===== src/rtl/nextasic_pkg.sv =====
// Shared definitions for the variable-delay line.
//   vd_state_e  : FILL (pipeline priming after reset / delay change) and RUN.
//   clamp_delay : maps a requested delay onto the legal range 1..max_d.
package nextasic_pkg;

  typedef enum logic {
    ST_FILL = 1'b0,
    ST_RUN  = 1'b1
  } vd_state_e;

  // A request of 0 becomes 1; anything above max_d saturates to max_d.
  function automatic int unsigned clamp_delay(input int unsigned sel,
                                              input int unsigned max_d);
    if (sel == 0)     return 1;
    if (sel > max_d)  return max_d;
    return sel;
  endfunction

endpackage


===== src/rtl/delay_ram.sv =====
// Circular sample store for var_delay.
//   clk, reset : rising-edge clock, synchronous active-high reset
//   waddr/wdata: write port, one entry {valid, data} written every cycle
//   raddr      : read address, read-before-write (same-address read returns
//                the entry written DEPTH cycles earlier)
//   rd_vld_en  : qualifies the stored valid bit as it is registered out
//   rdata      : registered read data {valid, data}
// Only the valid bits and the read register are reset; the data array is not.
module delay_ram #(
  parameter int WIDTH = 8,
  parameter int DEPTH = 16,
  parameter int AW    = 4
) (
  input  logic           clk,
  input  logic           reset,
  input  logic [AW-1:0]  waddr,
  input  logic [WIDTH:0] wdata,
  input  logic [AW-1:0]  raddr,
  input  logic           rd_vld_en,
  output logic [WIDTH:0] rdata
);

  logic [WIDTH-1:0] mem_data [DEPTH];
  logic [DEPTH-1:0] mem_vld;

  always_ff @(posedge clk) begin
    mem_data[waddr] <= wdata[WIDTH-1:0];
  end

  always_ff @(posedge clk) begin
    if (reset) mem_vld        <= '0;
    else       mem_vld[waddr] <= wdata[WIDTH];
  end

  always_ff @(posedge clk) begin
    if (reset) rdata <= '0;
    else       rdata <= {rd_vld_en & mem_vld[raddr], mem_data[raddr]};
  end

endmodule


===== src/rtl/var_delay.sv =====
// Variable delay line: out(t+D) = in(t) with D selectable at run time.
//   clk, reset : rising-edge clock, synchronous active-high reset
//   in_data    : sample to delay, written every cycle
//   in_valid   : stored alongside the sample as its valid bit
//   delay_sel  : requested delay (0 -> 1, >MAX_DELAY -> MAX_DELAY)
//   delay_load : one-cycle strobe adopting delay_sel; restarts FILL
//   out_data   : delayed sample (registered)
//   out_valid  : delayed in_valid, forced low while filling (registered)
//   busy       : high while in FILL
//   cur_delay  : delay currently in force
module var_delay
  import nextasic_pkg::*;
#(
  parameter  int WIDTH         = 8,
  parameter  int MAX_DELAY     = 16,
  parameter  int DEFAULT_DELAY = 4,
  localparam int DW            = $clog2(MAX_DELAY + 1)
) (
  input  logic             clk,
  input  logic             reset,
  input  logic [WIDTH-1:0] in_data,
  input  logic             in_valid,
  input  logic [DW-1:0]    delay_sel,
  input  logic             delay_load,
  output logic [WIDTH-1:0] out_data,
  output logic             out_valid,
  output logic             busy,
  output logic [DW-1:0]    cur_delay
);

  localparam int          AW   = $clog2(MAX_DELAY);
  localparam logic [DW:0] MAXV = (DW + 1)'(MAX_DELAY);

  vd_state_e       state_q, state_d;
  logic [DW-1:0]   cnt_q, cnt_d;
  logic [DW-1:0]   dly_q, dly_d;
  logic [AW-1:0]   wptr_q;
  logic [AW-1:0]   raddr;
  logic [DW:0]     rsum, rsum_w;
  logic [DW-1:0]   eff_sel;
  logic            rd_vld_en;
  logic [WIDTH:0]  rdata;

  assign eff_sel = DW'(clamp_delay(32'(delay_sel), MAX_DELAY));

  // Read slot is D entries behind the write slot. Because the read is
  // registered and sees pre-write contents, a delay of D lands exactly
  // D cycles later, and D == MAX_DELAY reads the slot about to be overwritten.
  always_comb begin
    rsum   = {{(DW + 1 - AW){1'b0}}, wptr_q} + MAXV - {1'b0, dly_q};
    rsum_w = (rsum >= MAXV) ? rsum - MAXV : rsum;
    raddr  = rsum_w[AW-1:0];
  end

  always_comb begin
    state_d = state_q;
    cnt_d   = cnt_q;
    dly_d   = dly_q;
    if (delay_load) begin
      // a load wins over a FILL that would otherwise complete this cycle
      state_d = ST_FILL;
      cnt_d   = eff_sel;
      dly_d   = eff_sel;
    end else if (state_q == ST_FILL) begin
      if (cnt_q <= DW'(1)) state_d = ST_RUN;
      else                 cnt_d   = cnt_q - DW'(1);
    end
  end

  // Anything emerging while the next state is FILL predates the latest
  // load/reset, so its valid bit is dropped on the way out.
  assign rd_vld_en = ~reset & (state_d == ST_RUN);

  always_ff @(posedge clk) begin
    if (reset) begin
      state_q <= ST_FILL;
      cnt_q   <= DW'(DEFAULT_DELAY);
      dly_q   <= DW'(DEFAULT_DELAY);
      wptr_q  <= '0;
    end else begin
      state_q <= state_d;
      cnt_q   <= cnt_d;
      dly_q   <= dly_d;
      wptr_q  <= (wptr_q == AW'(MAX_DELAY - 1)) ? '0 : wptr_q + AW'(1);
    end
  end

  delay_ram #(
    .WIDTH (WIDTH),
    .DEPTH (MAX_DELAY),
    .AW    (AW)
  ) u_ram (
    .clk       (clk),
    .reset     (reset),
    .waddr     (wptr_q),
    .wdata     ({in_valid, in_data}),
    .raddr     (raddr),
    .rd_vld_en (rd_vld_en),
    .rdata     (rdata)
  );

  assign out_data  = rdata[WIDTH-1:0];
  assign out_valid = rdata[WIDTH];
  assign busy      = (state_q == ST_FILL);
  assign cur_delay = dly_q;

endmodule


===== config.mk =====
export PLATFORM = sky130hd
export DESIGN_NAME = var_delay
export DESIGN_NICKNAME = d
export VERILOG_FILES = /design/src/rtl/nextasic_pkg.sv /design/src/rtl/delay_ram.sv /design/src/rtl/var_delay.sv
export SDC_FILE = /design/constraint.sdc
export NUM_CORES = 1
export LEC_CHECK = 0
export ABC_AREA = 0
export BUFFER_PORTS_ARGS = -buffer_cell sky130_fd_sc_hd__buf_2
export CAP_MARGIN = 20
export CORE_ASPECT_RATIO = 1.1
export CORE_UTILIZATION = 58
export DETAILED_ROUTE_END_ITERATION = 10
export PLACE_DENSITY = 0.76
export SYNTH_ARGS = -nofsm -noshare
export SYNTH_HDL_FRONTEND = slang
export SYNTH_SLANG_ARGS = --single-unit

===== constraint.sdc =====
create_clock -name clk -period 4 [get_ports clk]
set_input_delay 0.2 -clock clk [delete_from_list [all_inputs] [get_ports clk]]
set_output_delay 0.2 -clock clk [all_outputs]
set_load 0.05 [all_outputs]

==> metrics.cfg, run 1 <==
[run_status]
outcome=complete, no violations

[clocking]
clockBufferDepth=2
clock_latency_ps=430
cts_setup_buffers=0
cts_root_buf=clkbuf_16
numCtsBuffers=17
cts_num_sinks=168
cts_hold_buf=0
cts_tree=yes
cts_max_level=4
clk_pin_slew_ps=60
cts_resized=0

[finish]
n_antenna_cell=0
nets=511
final_util_pct=67.7
final_layout_size_suffix_gt1_share_pct=15.9
area_delta_synth_final_pct=12.5

[timing]
rsz0062_at_grt=false
drv_slew=0
final-setup-viol-count=0
setup_tns_ps=0
fin_ws_ps=953
worst_clock_skew_ps=8.15
period_needed_ps=3050
hold_slack_ps=49.6
slew_headroom_pct=24.6
tightest_slew_ps=1130
clock.fmax_mhz=328
final_hold_viol_count=0
period_share_pct=76.2

[critical_path]
worstPathCellList=inv_1, ha_1, inv_1, fa_2, mux2i_1, mux4_1, nor4_1, a31o_2
path_buf_inv=2
startpoint_type=flop
arrival_ps=3420
path_class=reg -> reg
path_common_cell=inv_1
critPathCaptureType=flop
critPathSlowestCell=fa_2
crit_required_ps=4370
cpPeakStageDelay_ps=960
critPathMaxFanout=20
cpLargestDelayFamily=adder cells

[detailed_routing]
ant_nets=0
wl_mm=14.2
dr.pass1.iters=4
drcViolationCount=0
vias_per_cell=6.06
vias=3921
drtIter0Drc=335
wl_per_cell_um=22.0

[yosys]
synth-edff-count=128
syn-num-nets=483
avgSynthCellArea_um2=15.4
synthCells=456
synth_cell_types=43
yosysSeqAreaShare_pct=66.3
ys_seq_elements=168
yosysWarnings=0
ys_async_sr_fraction_pct=0
synth_flop_cell=edfxtp_1
netlist_area_um2=7010

[grt]
grt-ovfl-total=0
grt_pass1_wl_mm=21.9
antenna_found_initial=0
grt.total_usage_pct=24.8
grt_max_degree=46
first_global_vias=3966

[floorplan]
row_count=41
start_util_pct=60.2
die-height_um=117
die-area_um2=12500
io-pin-count=32
die-width_um=107
core_area_um2=11600

[placed_design]
dp_slack_ps=977
hpwl_mm=9.02
port_buffers=31
routabilityCongestion=0.838

[worst_hold_path]
worstHoldPathType=in -> reg

[job]
drv_cap=0

[pwr]
p_leak_nw=2.79
p_per_area_nw_per_um2=550
irDropWorstVdd_v=0.000407

## cell type report
cell class                 count  area [µm²]
fill                         747        3760
sequential                   168        4640
timing repair buffer          36         205
multi-input combinational    252        2180
clock inverter                 9         175
tap                          150         188
inverter                       9        33.8
clock buffer                  23         458
## stage by stage
step           instance area [µm²]  power (mW)  cells
3_5_place_dp                  7250        2.62    615
2_1_floorplan                 7010        2.47    456
6_report                      7880        4.34    647
5_1_grt                       7880        4.46    647
4_1_cts                       7880        4.35    647
3_3_place_gp                  7250        2.60    615
## routing by layer
layer	vias up	part of all wire (%)	GRT usage (%)
li1	1814	-	-
met5	-	0	0
met1	1978	41	30.0
met4	0	2.6	13.1
met2	109	51	42.6
met3	20	5.3	4.71
## cells by family (layout without fill, tap and decap cells)
group / after synthesis / count (layout) / synth area share, %
adders and majority gates: 10 / 10 / 1.89
xor gates and xnor gates: 4 / 4 / 0.768
DFF: 168 / 168 / 66.3
and+or+nand+nor: 92 / 92 / 7.41
muxes: 99 / 99 / 16.2
buffers and inverters: 36 / 77 / 2.66
AOI/OAI and AO/OA: 47 / 47 / 4.84
## cell usage in the layout (no fill, tap or decap), types with 6 or more instances in the layout
cell type and instances:
a21oi_1 8, a221oi_1 7, a22oi_1 8, a31o_2 7, and2_1 13, buf_2 31, clkbuf_16 17, dfxtp_1 40
edfxtp_1 128, ha_1 9, inv_1 9, mux2i_1 88, mux4_1 7, nor2_1 25, nor3_1 8, nor3b_1 11
nor4_1 8, o21ai_0 6
## state kept, by name, summed over array words and instances, names as in the netlist
| signal | flops |
|---|---|
| u_ram.mem_data | 128 |
| u_ram.mem_vld | 16 |
| u_ram.rdata | 9 |
| cnt_q | 5 |
| cur_delay | 5 |
| wptr_q | 4 |
| state_q | 1 |
## power breakdown
| group | internal [mW] | switching [mW] |
|---|---|---|
| Combinational | 0.232 | 0.382 |
| Sequential | 1.94 | 0.0304 |
| Clock | 1.12 | 0.627 |
| Total | 3.30 | 1.04 |
## path summary, 6_finish.rpt
check | slack (ps) | cells past startpoint | from | endpoint
hold reg to reg | 490 | 2 | u_ram.mem_vld[9]$_SDFFE_PP0P_ | u_ram.mem_vld[9]$_SDFFE_PP0P_
setup reg to reg | 950 | 8 | wptr_q[0]$_SDFF_PP0_ | u_ram.rdata[3]$_SDFF_PP0_
setup / recovery | 950 | 8 | wptr_q[0]$_SDFF_PP0_ | u_ram.rdata[3]$_SDFF_PP0_
hold / removal | 50 | 3 | delay_sel[2] | cnt_q[2]$_SDFFE_PP1P_
## worst reg2reg max path, stage by stage, from the launching register on
cell and delay (ps):
dfxtp_1 340, inv_1 110, ha_1 170, inv_1 60, fa_2 960, mux2i_1 190, mux4_1 550, nor4_1 420
a31o_2 190
## synth_stat cells, drive strengths merged (5+ instances only)
cell	n	area (µm²)
mux2i	88	881
nor4	9	62.6
edfxtp	128	3840
buf	12	96.3
dfxtp	40	801
and2	13	81.3
nor3	8	40.0
a221oi	7	61.3
nor2b	5	31.3
clkbuf	15	56.3
a22oi	8	60.1
and3	5	31.3
a31o	7	61.3
a21oi	8	40.0
o21ai	6	30.0
nor2	25	93.8
ha	9	113
inv	9	33.8
nor3b	11	82.6
mux4	9	229
No activity file was read; power rests on OpenSTA's default activity.
==> inputs of run 2 (changes only) <==
--- a/config.mk
+++ b/config.mk
@@ -5,13 +5,13 @@
 export SDC_FILE = /design/constraint.sdc
 export NUM_CORES = 1
 export LEC_CHECK = 0
-export ABC_AREA = 0
+export ABC_AREA = 1
 export BUFFER_PORTS_ARGS = -buffer_cell sky130_fd_sc_hd__buf_2
 export CAP_MARGIN = 20
 export CORE_ASPECT_RATIO = 1.1
-export CORE_UTILIZATION = 58
+export CORE_UTILIZATION = 55
 export DETAILED_ROUTE_END_ITERATION = 10
-export PLACE_DENSITY = 0.76
+export PLACE_DENSITY = 0.75
 export SYNTH_ARGS = -nofsm -noshare
 export SYNTH_HDL_FRONTEND = slang
 export SYNTH_SLANG_ARGS = --single-unit
==> constraint.sdc (replaced) <==
create_clock -name clk -period 2.48 [get_ports clk]
set_input_delay 0.124 -clock clk [delete_from_list [all_inputs] [get_ports clk]]
set_output_delay 0.124 -clock clk [all_outputs]
set_load 0.05 [all_outputs]
==> run 2 against run 1 <==
  * The flow now finishes with violations (design-rule violations)
  * Clock skew fell by 3.7 ps
  * Synthesized cell count grew 67%
  * Final cell count up 50%
  * Via count is 36% higher
  * Combinational power is 79% higher
  * Design area rose by 5.0%
  * Register-to-register slack worse by 760 ps
  * Largest cell class unchanged
  * Largest power group unchanged
==> metrics.cfg, run 2 <==
[run_status]
outcome=finished, violations left  ; was complete, no violations
failed_checks=design-rule violations

[finish]
nets=827  ; was 511
mostFrequentLayoutCells=268 x nand2_1, 128 x edfxtp_1, 93 x nand3_1, 80 x inv_1, 54 x nor2_1  ; was 128 x edfxtp_1, 88 x mux2i_1, 40 x dfxtp_1, 31 x buf_2, 25 x nor2_1
final_layout_size_suffix_gt1_share_pct=11.2  ; was 15.9%
final_common_cell=nand2_1  ; was edfxtp_1
area_delta_synth_final_pct=14.3  ; was 12.5%
largest_reg_flops=128  ; unchanged
top_register=u_ram.mem_data  ; unchanged
n_antenna_cell=0  ; unchanged
final_util_pct=64.9  ; was 67.7%
reg_top3=u_ram.mem_data: 128 flops, u_ram.mem_vld: 16 flops, u_ram.rdata: 9 flops  ; unchanged

[worst_hold_path]
hold_depth=3  ; unchanged
worst_hold_path.endpoint=cur_delay[1]$_SDFFE_PP0P_  ; was cnt_q[2]$_SDFFE_PP1P_
worstHoldPathType=in -> reg  ; unchanged
min_from=delay_sel[1]  ; was delay_sel[2]

[grt]
first_global_vias=5245  ; was 3966
antenna_found_initial=0  ; unchanged
grt-ovfl-total=0  ; unchanged
grt.total_usage_pct=25.2  ; was 24.8%
grt_pass1_wl_mm=25.7  ; was 21.9 mm
grt_max_degree=59  ; was 46

[critical_path]
critPathCaptureType=flop  ; unchanged
startpoint_type=flop  ; unchanged
crit_required_ps=2810  ; was 4370 ps
r2r_setup_slack_ps=200  ; was 950 ps
path_class=reg -> reg  ; unchanged
reg2reg_depth=11  ; was 8
critPathMaxFanout=36  ; was 20
arrival_ps=2610  ; was 3420 ps
rr_endpoint=u_ram.rdata[4]$_SDFF_PP0_  ; was u_ram.rdata[3]$_SDFF_PP0_
rr_startpoint=wptr_q[0]$_SDFF_PP0_  ; unchanged

[timing]
worst_clock_skew_ps=4.47  ; was 8.15 ps
rsz0062_at_grt=false  ; unchanged
final-setup-viol-count=0  ; unchanged
drv_slew=0  ; unchanged
slew_headroom_pct=42.9  ; was 24.6%
tightest_slew_ps=854  ; was 1130 ps
setup_tns_ps=0  ; unchanged
clock.fmax_mhz=438  ; was 328 MHz
period_needed_ps=2280  ; was 3050 ps
period_share_pct=92.1  ; was 76.2%
final_hold_viol_count=0  ; unchanged

[clocking]
cts_num_sinks=168  ; unchanged
clk_pin_slew_ps=60  ; about the same
numCtsBuffers=17  ; unchanged
cts_setup_buffers=0  ; unchanged
clock_latency_ps=430  ; about the same
cts_tree=yes  ; unchanged
clockBufferDepth=2  ; unchanged
cts_root_buf=clkbuf_16  ; unchanged
cts_max_level=4  ; unchanged

[yosys]
ys_async_sr_fraction_pct=0  ; unchanged
synth_area_leaders=edfxtp_1 53%, nand2_1 14%, dfxtp_1 11%  ; was edfxtp_1 55%, mux2i_1 13%, dfxtp_1 11%
yosysWarnings=0  ; unchanged
syn-num-nets=788  ; was 483
synth_cell_types=24  ; was 43
yosysSeqAreaShare_pct=64.1  ; was 66.3%
netlist_area_um2=7240  ; was 7010 µm²
synth_area_leader_cell=edfxtp_1  ; unchanged
synth.most_common_cell=nand2_1  ; was edfxtp_1
synth_flop_cell=edfxtp_1  ; unchanged
synthCells=761  ; was 456
synth-edff-count=128  ; unchanged
synth.top_cell.area_share_pct=53.1  ; was 54.8%
avgSynthCellArea_um2=9.51  ; was 15.4 µm²
ys_seq_elements=168  ; unchanged
yosys-top-cells-count=268 x nand2_1, 128 x edfxtp_1, 93 x nand3_1, 80 x inv_1, 54 x nor2_1  ; was 128 x edfxtp_1, 88 x mux2i_1, 40 x dfxtp_1, 25 x nor2_1, 15 x clkbuf_1

[floorplan]
io-pin-count=32  ; unchanged
die-area_um2=13600  ; was 12500 µm²
row_count=43  ; was 41
die-width_um=111  ; was 107 µm
start_util_pct=56.8  ; was 60.2%
core_area_um2=12800  ; was 11600 µm²
die-height_um=122  ; was 117 µm

[pwr]
switching_share_pct=26.5  ; was 24.0%
p_leak_nw=3.50  ; was 2.79 nW
p_per_area_nw_per_um2=861  ; was 550 nW/µm²
p_clk_share_pct=40.1  ; was 40.3%
seq_power_share_pct=44.5  ; was 45.5%
irDropWorstVdd_v=0.000431  ; was 0.000407 V
p_sw_mw=1.89  ; was 1.04 mW
pwr-share-comb_pct=15.4  ; was 14.2%
p_int_mw=5.24  ; was 3.30 mW

[detailed_routing]
vias_per_cell=5.48  ; was 6.06
drtIter0Drc=503  ; was 335
wl_per_cell_um=16.6  ; was 22.0 µm
vias=5318  ; was 3921
drcViolationCount=2  ; was 0
wl_mm=16.1  ; was 14.2 mm
ant_nets=0  ; unchanged
dr.pass1.iters=8  ; was 4

[job]
drv_cap=0  ; unchanged

[placed_design]
hpwl_mm=10.2  ; was 9.02 mm
port_buffers=31  ; unchanged
routabilityCongestion=0.836  ; was 0.838

-- run 2: worst max path at each step --
stage	cells past startpoint	to	slack, ps	from
finish	11	u_ram.rdata[4]$_SDFF_PP0_	200	wptr_q[0]$_SDFF_PP0_
global route	11	u_ram.rdata[4]$_SDFF_PP0_	10	wptr_q[0]$_SDFF_PP0_
CTS	12	u_ram.rdata[3]$_SDFF_PP0_	210	wptr_q[0]$_SDFF_PP0_
detailed placement	12	u_ram.rdata[3]$_SDFF_PP0_	230	wptr_q[0]$_SDFF_PP0_
global placement	11	u_ram.rdata[4]$_SDFF_PP0_	260	wptr_q[0]$_SDFF_PP0_
floorplan	10	u_ram.rdata[8]$_SDFF_PP0_	160	cur_delay[0]$_SDFFE_PP0P_
-- run 2: kinds of logic after synthesis --
family                   share of synthesized area (%)
AND/OR/NAND/NOR                                   23.7
flip-flops                                        64.1
buffers and inverters                             6.39
AO/OA/AOI/OAI                                     3.44
adder cells (fa/ha/maj)                           1.83
XOR/XNOR                                         0.449
-- run 2: power groups by stage --
stage | registers, mW | logic [mW] | clock network (mW)
2_1_floorplan | 3.35 | 0.647 | 0
4_1_cts | 3.18 | 1.08 | 2.89
5_1_grt | 3.18 | 1.21 | 3.00
3_3_place_gp | 3.23 | 1.05 | 0
6_report | 3.17 | 1.10 | 2.86
3_5_place_dp | 3.24 | 1.07 | 0
-- run 2: cell type report --
class	instances	area, µm²
clock buffers	17	425
clock inverters	15	225
fillers	998	4470
inverters	82	310
multi-input cells	481	2140
flip-flops and latches	168	4640
well taps	157	196
repair buffers	50	342
-- run 2: worst max-delay path: stages, from the launching register on --
cell and delay [ps]:
dfxtp_1 350, inv_1 120, ha_2 170, inv_1 50, fa_1 560, buf_6 320, nand3_1 120, nand2_1 70
nand2_1 40, nand2_1 110, nor2_1 50, nor2_1 220
-- run 2: what timing repair did --
action                                 4_1_cts  5_1_grt
setup endpoints to repair                    0        2
hold buffers                                 1        0
endpoints found under the hold margin        1        0
gates resized for setup                      0        2
-- run 2: per-layer routing --
layer  wire, µm  vias up  GRT usage (%)
met5          0        -              0
met4        597        0           15.0
met3        954       49           4.99
met2       8120      207           43.3
met1       6430     2511           29.7
li1           -     2551              -
-- run 2: stage by stage --
| stage | area, µm² | setup WS [ps] | hold slack, ps | power [mW] | std cells |
|---|---|---|---|---|---|
| after floorplan | 7240 | 162 | 223 | 4.00 | 761 |
| after global placement | 7610 | 256 | 404 | 4.28 | 937 |
| after detailed placement | 7610 | 226 | 415 | 4.31 | 937 |
| after CTS | 8270 | 209 | 12.3 | 7.15 | 970 |
| after global routing | 8280 | 13.2 | 41.9 | 7.40 | 970 |
| final | 8280 | 195 | 20.3 | 7.13 | 970 |
